`config.mk`:
```
export PLATFORM = sky130hd
export DESIGN_NAME = apb_bus_controller
export DESIGN_NICKNAME = d
export VERILOG_FILES = /design/src/rtl/apb_bus_controller.sv
export SDC_FILE = /design/constraint.sdc
export NUM_CORES = 1
export LEC_CHECK = 0
export CAP_MARGIN = 0
export CORE_MARGIN = 2
export CORE_UTILIZATION = 42
export CTS_BUF_LIST = sky130_fd_sc_hd__clkbuf_2
export CTS_CLUSTER_SIZE = 30
export DETAILED_ROUTE_END_ITERATION = 8
export GPL_TIMING_DRIVEN = 1
export PLACE_DENSITY = 0.82
export SYNTH_ARGS = -nofsm -noshare
export SYNTH_HDL_FRONTEND = slang
export SYNTH_SLANG_ARGS = --single-unit
```
`constraint.sdc`:
```
create_clock -name PCLK -period 1.9 [get_ports PCLK]
set_input_delay 0.475 -clock PCLK [delete_from_list [all_inputs] [get_ports PCLK]]
set_output_delay 0.475 -clock PCLK [all_outputs]
set_load 0.02 [all_outputs]
```
`src/rtl/apb_bus_controller.sv`:
```
// Two-requester APB master: round-robin arbiter feeding a SETUP/ACCESS sequencer,
// with a PREADY timeout that turns a hung slave into an error completion.
module apb_bus_controller #(
  parameter int TIMEOUT = 16,
  parameter int CNT_W   = 5
) (
  input  logic       PCLK,
  input  logic       PRESET,
  input  logic       req0,
  input  logic       req1,
  input  logic       wr0,
  input  logic       wr1,
  input  logic [7:0] addr0,
  input  logic [7:0] addr1,
  input  logic [7:0] wdata0,
  input  logic [7:0] wdata1,
  output logic       grant0,
  output logic       grant1,
  output logic       done0,
  output logic       done1,
  output logic [7:0] rdata,
  output logic       err,
  output logic       PSELECT1,
  output logic       PSELECT2,
  output logic       PENABLE,
  output logic       PWRITE,
  output logic [6:0] PADDR,
  output logic [7:0] PWDATA,
  input  logic [7:0] PRDATA1,
  input  logic [7:0] PRDATA2,
  input  logic       PREADY1,
  input  logic       PREADY2,
  input  logic       PSLVERR1,
  input  logic       PSLVERR2
);

  typedef enum logic [1:0] {IDLE, SETUP, ACCESS} state_e;

  state_e           state_q, state_d;
  logic             last_q, last_d;
  logic             own_q, own_d;
  logic [CNT_W-1:0] cnt_q, cnt_d;
  logic             grant0_q, grant0_d, grant1_q, grant1_d;
  logic             done0_q, done0_d, done1_q, done1_d;
  logic [7:0]       rdata_q, rdata_d;
  logic             err_q, err_d;
  logic             psel1_q, psel1_d, psel2_q, psel2_d;
  logic             pen_q, pen_d;
  logic             pwrite_q, pwrite_d;
  logic [6:0]       paddr_q, paddr_d;
  logic [7:0]       pwdata_q, pwdata_d;

  logic             win;
  logic [7:0]       sel_addr;
  logic             sel_ready, sel_slverr;
  logic [7:0]       sel_prdata;

  // Both requesting: the one that did not win last time goes next.
  assign win      = req0 ? (req1 ? ~last_q : 1'b0) : 1'b1;
  assign sel_addr = win ? addr1 : addr0;

  // Only the selected slave's response is observed.
  assign sel_ready  = psel2_q ? PREADY2  : PREADY1;
  assign sel_slverr = psel2_q ? PSLVERR2 : PSLVERR1;
  assign sel_prdata = psel2_q ? PRDATA2  : PRDATA1;

  always_comb begin
    state_d  = state_q;
    last_d   = last_q;
    own_d    = own_q;
    cnt_d    = cnt_q;
    grant0_d = 1'b0;
    grant1_d = 1'b0;
    done0_d  = 1'b0;
    done1_d  = 1'b0;
    rdata_d  = rdata_q;
    err_d    = err_q;
    psel1_d  = psel1_q;
    psel2_d  = psel2_q;
    pen_d    = pen_q;
    pwrite_d = pwrite_q;
    paddr_d  = paddr_q;
    pwdata_d = pwdata_q;
    case (state_q)
      IDLE: begin
        if (req0 || req1) begin
          last_d   = win;
          own_d    = win;
          grant0_d = ~win;
          grant1_d = win;
          pwrite_d = win ? wr1 : wr0;
          pwdata_d = win ? wdata1 : wdata0;
          paddr_d  = sel_addr[6:0];
          psel1_d  = ~sel_addr[7];
          psel2_d  = sel_addr[7];
          cnt_d    = '0;
          state_d  = SETUP;
        end
      end
      SETUP: begin
        pen_d   = 1'b1;
        state_d = ACCESS;
      end
      ACCESS: begin
        if (sel_ready) begin
          psel1_d = 1'b0;
          psel2_d = 1'b0;
          pen_d   = 1'b0;
          done0_d = ~own_q;
          done1_d = own_q;
          rdata_d = pwrite_q ? 8'h00 : sel_prdata;
          err_d   = sel_slverr;
          state_d = IDLE;
        end else begin
          cnt_d = cnt_q + 1'b1;
          if (cnt_q == CNT_W'(TIMEOUT - 1)) begin
            psel1_d = 1'b0;
            psel2_d = 1'b0;
            pen_d   = 1'b0;
            done0_d = ~own_q;
            done1_d = own_q;
            rdata_d = 8'h00;
            err_d   = 1'b1;
            state_d = IDLE;
          end
        end
      end
      default: state_d = IDLE;
    endcase
  end

  always_ff @(posedge PCLK or posedge PRESET) begin
    if (PRESET) begin
      state_q  <= IDLE;
      last_q   <= 1'b1;
      own_q    <= 1'b0;
      cnt_q    <= '0;
      grant0_q <= 1'b0;
      grant1_q <= 1'b0;
      done0_q  <= 1'b0;
      done1_q  <= 1'b0;
      rdata_q  <= 8'h00;
      err_q    <= 1'b0;
      psel1_q  <= 1'b0;
      psel2_q  <= 1'b0;
      pen_q    <= 1'b0;
      pwrite_q <= 1'b0;
      paddr_q  <= 7'h00;
      pwdata_q <= 8'h00;
    end else begin
      state_q  <= state_d;
      last_q   <= last_d;
      own_q    <= own_d;
      cnt_q    <= cnt_d;
      grant0_q <= grant0_d;
      grant1_q <= grant1_d;
      done0_q  <= done0_d;
      done1_q  <= done1_d;
      rdata_q  <= rdata_d;
      err_q    <= err_d;
      psel1_q  <= psel1_d;
      psel2_q  <= psel2_d;
      pen_q    <= pen_d;
      pwrite_q <= pwrite_d;
      paddr_q  <= paddr_d;
      pwdata_q <= pwdata_d;
    end
  end

  assign grant0   = grant0_q;
  assign grant1   = grant1_q;
  assign done0    = done0_q;
  assign done1    = done1_q;
  assign rdata    = rdata_q;
  assign err      = err_q;
  assign PSELECT1 = psel1_q;
  assign PSELECT2 = psel2_q;
  assign PENABLE  = pen_q;
  assign PWRITE   = pwrite_q;
  assign PADDR    = paddr_q;
  assign PWDATA   = pwdata_q;

endmodule

```
==> impl_metrics.py <==
metrics = {
    "clock_network": {
        "postCtsSetupBuffers": 0,
        "clk_latency_ns": 0.40,
        "cts_sinks": 41,
        "clk_pin_slew_ns": 0.19,
        "cts_htree_levels": 2,
        "ctsHoldBuffers": 0,
        "cts_root_buf": "clkbuf_2",
        "post_cts_resized": 21,
        "cts_inserted_buffers": 5,
        "tritoncts": "done",
        "clockBufferDepth": 2,
    },
    "sta": {
        "fin_worst_skew_ns": 0.0216,
        "tightest_slew_ns": 0.677,
        "fin_crit_sh_pct": 95.5,
        "setup_viol_count_final": 0,
        "hold_viol": 0,
        "max_slew_margin_pct": 54.6,
        "period_minus_slack_ns": 1.81,
        "fin_tns_setup_ns": 0,
        "fmax_ghz": 0.551,
        "grt_setup_unrepaired": "false",
        "drv_slew": 0,
    },
    "finish": {
        "layout_commonest_cell": "clkdlybuf4s50_1",
        "nets": 331,
        "nFillCells": 353,
        "drive_gt1_share_pct": 10.7,
        "multiInputGateArea_um2": 783,
        "design_area_mm2": 0.00298,
        "layout_common_cells": "clkdlybuf4s50_1 (58), dfrtp_1 (40), mux2i_1 (26), nand2_1 (26)",
        "antenna_cells": 0,
        "area_growth_pct": 56.8,
        "post-route-util_pct": 68.4,
        "seqCellArea_mm2": 0.00103,
    },
    "synth": {
        "synth_top_area_share_pct": 52.7,
        "synth-seq-cells": 41,
        "synthCells": 174,
        "synth_cell_types": 30,
        "yosys.area.top_type": "dfrtp_1",
        "synthesis.area_mm2": 0.00190,
        "ys_seq_area_share_pct": 54.1,
        "synth_area_leaders": "dfrtp_1 (53%), mux2i_1 (14%), o21ai_1 (5.5%)",
        "avgSynthCellArea_um2": 10.9,
        "synth_nets": 234,
        "ys_warn_count": 0,
    },
    "route": {
        "vias": 1606,
        "drtAntennaViolNets": 0,
        "drt-total-wl_mm": 4.47,
        "drc": 0,
        "wl_per_cell_um": 13.8,
        "viasPerCell": 4.96,
        "dr.pass1.iters": 4,
        "drt_iter0_markers": 74,
    },
    "worst_setup_path": {
        "path_cells": "clkdlybuf4s50_1",
        "crit_fanout": 1,
        "end_kind": "output pin",
        "cp-start-kind": "register",
        "slowest_delay_ns": 0.59,
        "worstRegToRegCells": 7,
        "worst-path-stages": 1,
        "cp.required_ns": 1.42,
        "critical_path_arrival_ns": 1.34,
        "crit_buf_inv": 1,
        "path_delay_family": "buffers and inverters",
        "worstSetupPathType": "reg -> out",
        "crit_path_top_delay_cell": "clkdlybuf4s50_1",
    },
    "status": {
        "status": "finished clean",
    },
    "place": {
        "routabilityCongestion": 0.693,
        "numPortBuffers": 89,
        "dpl_cell_area_mm2": 0.00291,
        "hpwl_mm": 3.53,
    },
    "run": {
        "drv_cap": 0,
    },
    "die": {
        "die_x_um": 71.2,
        "pin_count": 90,
        "core_mm2": 0.00435,
        "start_util_pct": 43.6,
        "die_h_um": 71.2,
        "fp-row-count": 24,
        "dieArea_mm2": 0.00507,
    },
    "hold_path": {
        "hp-class": "in -> async",
    },
    "global_routing": {
        "grt_remaining_overflow": 0,
        "antenna_found_initial": 0,
        "grt_pass1_vias": 1596,
        "grt_max_degree": 35,
        "grt_usage_pct": 18.5,
        "grt_first_pass_wirelength_mm": 7.29,
    },
    "power_and_ir_drop": {
        "total_power_mw": 3.89,
        "ir_drop_v": 0.000624,
        "power_leakage_nw": 1.54,
        "powerDensity_mw_per_mm2": 1310,
    },
}
## cell families after synthesis
family	share of synthesized area [%]
simple gates	11.9
buf+inv	4.61
fa+ha+maj	1.32
flops	54.1
mux	14.5
compound gates	13.6
## power by group
group | internal, mW | switching, mW
combinational | 0.877 | 1.08
clock | 0.226 | 0.278
sequential | 1.22 | 0.201
## synthesized netlist by cell type (all sizes together)
cell type and count:
buf 6, mux2i 26, and3 2, a31oi 1, clkbuf 4, dfstp 1
and2b 1, o21ai 23, a21o 1, ha 2, nor2 3, nor3 2
nand3 6, o31ai 10, inv 7, a21oi 4, dfrtp 40, o211ai 1
mux2 1, a32oi 1, nand2 27, nand2b 5
## final timing paths
check                      startpoint       end  slack [ns]
setup / recovery                done0     done0        0.09
hold / removal                 PRESET  PADDR[0]        0.38
setup reg to reg             cnt_q[0]  rdata[3]        0.27
hold reg to reg                 own_q     done0        0.43
max in group asynchronous      PRESET  cnt_q[0]        1.02
min in group PCLK               own_q     done0        0.43
## flip-flops by register name (all words and copies together) (netlist names), 2 cells and up
register  count
PADDR         7
rdata         8
state_q       2
cnt_q         5
PWDATA        8
## through the flow
step	std cells	setup slack, ns	hold WS, ns
6_report	324	0.0854	0.381
5_1_grt	324	0.0157	0.359
4_1_cts	324	0.000789	0.363
3_5_place_dp	316	0.0695	0.413
3_3_place_gp	316	0.124	0.422
2_1_floorplan	174	0.381	0.403
## layout make-up
class                   instances  share of cell area, %
well taps                      52                   2.19
multi-input cells             116                   26.3
flip-flops and latches         41                   34.5
clock buffers                   6                   1.01
repair buffers                100                   33.9
clock inverters                 2                   1.18
inverters                       7                  0.883
## per-layer routing
layer | track usage [%] | vias up | part of all wire, %
li1 | - | 806 | -
met1 | 21.8 | 739 | 40
met2 | 31.3 | 57 | 50
met3 | 7.45 | 4 | 8.6
met4 | 5.66 | 0 | 1.0
met5 | 0 | - | 0
Note: power is estimated with default switching activity, not from simulation.
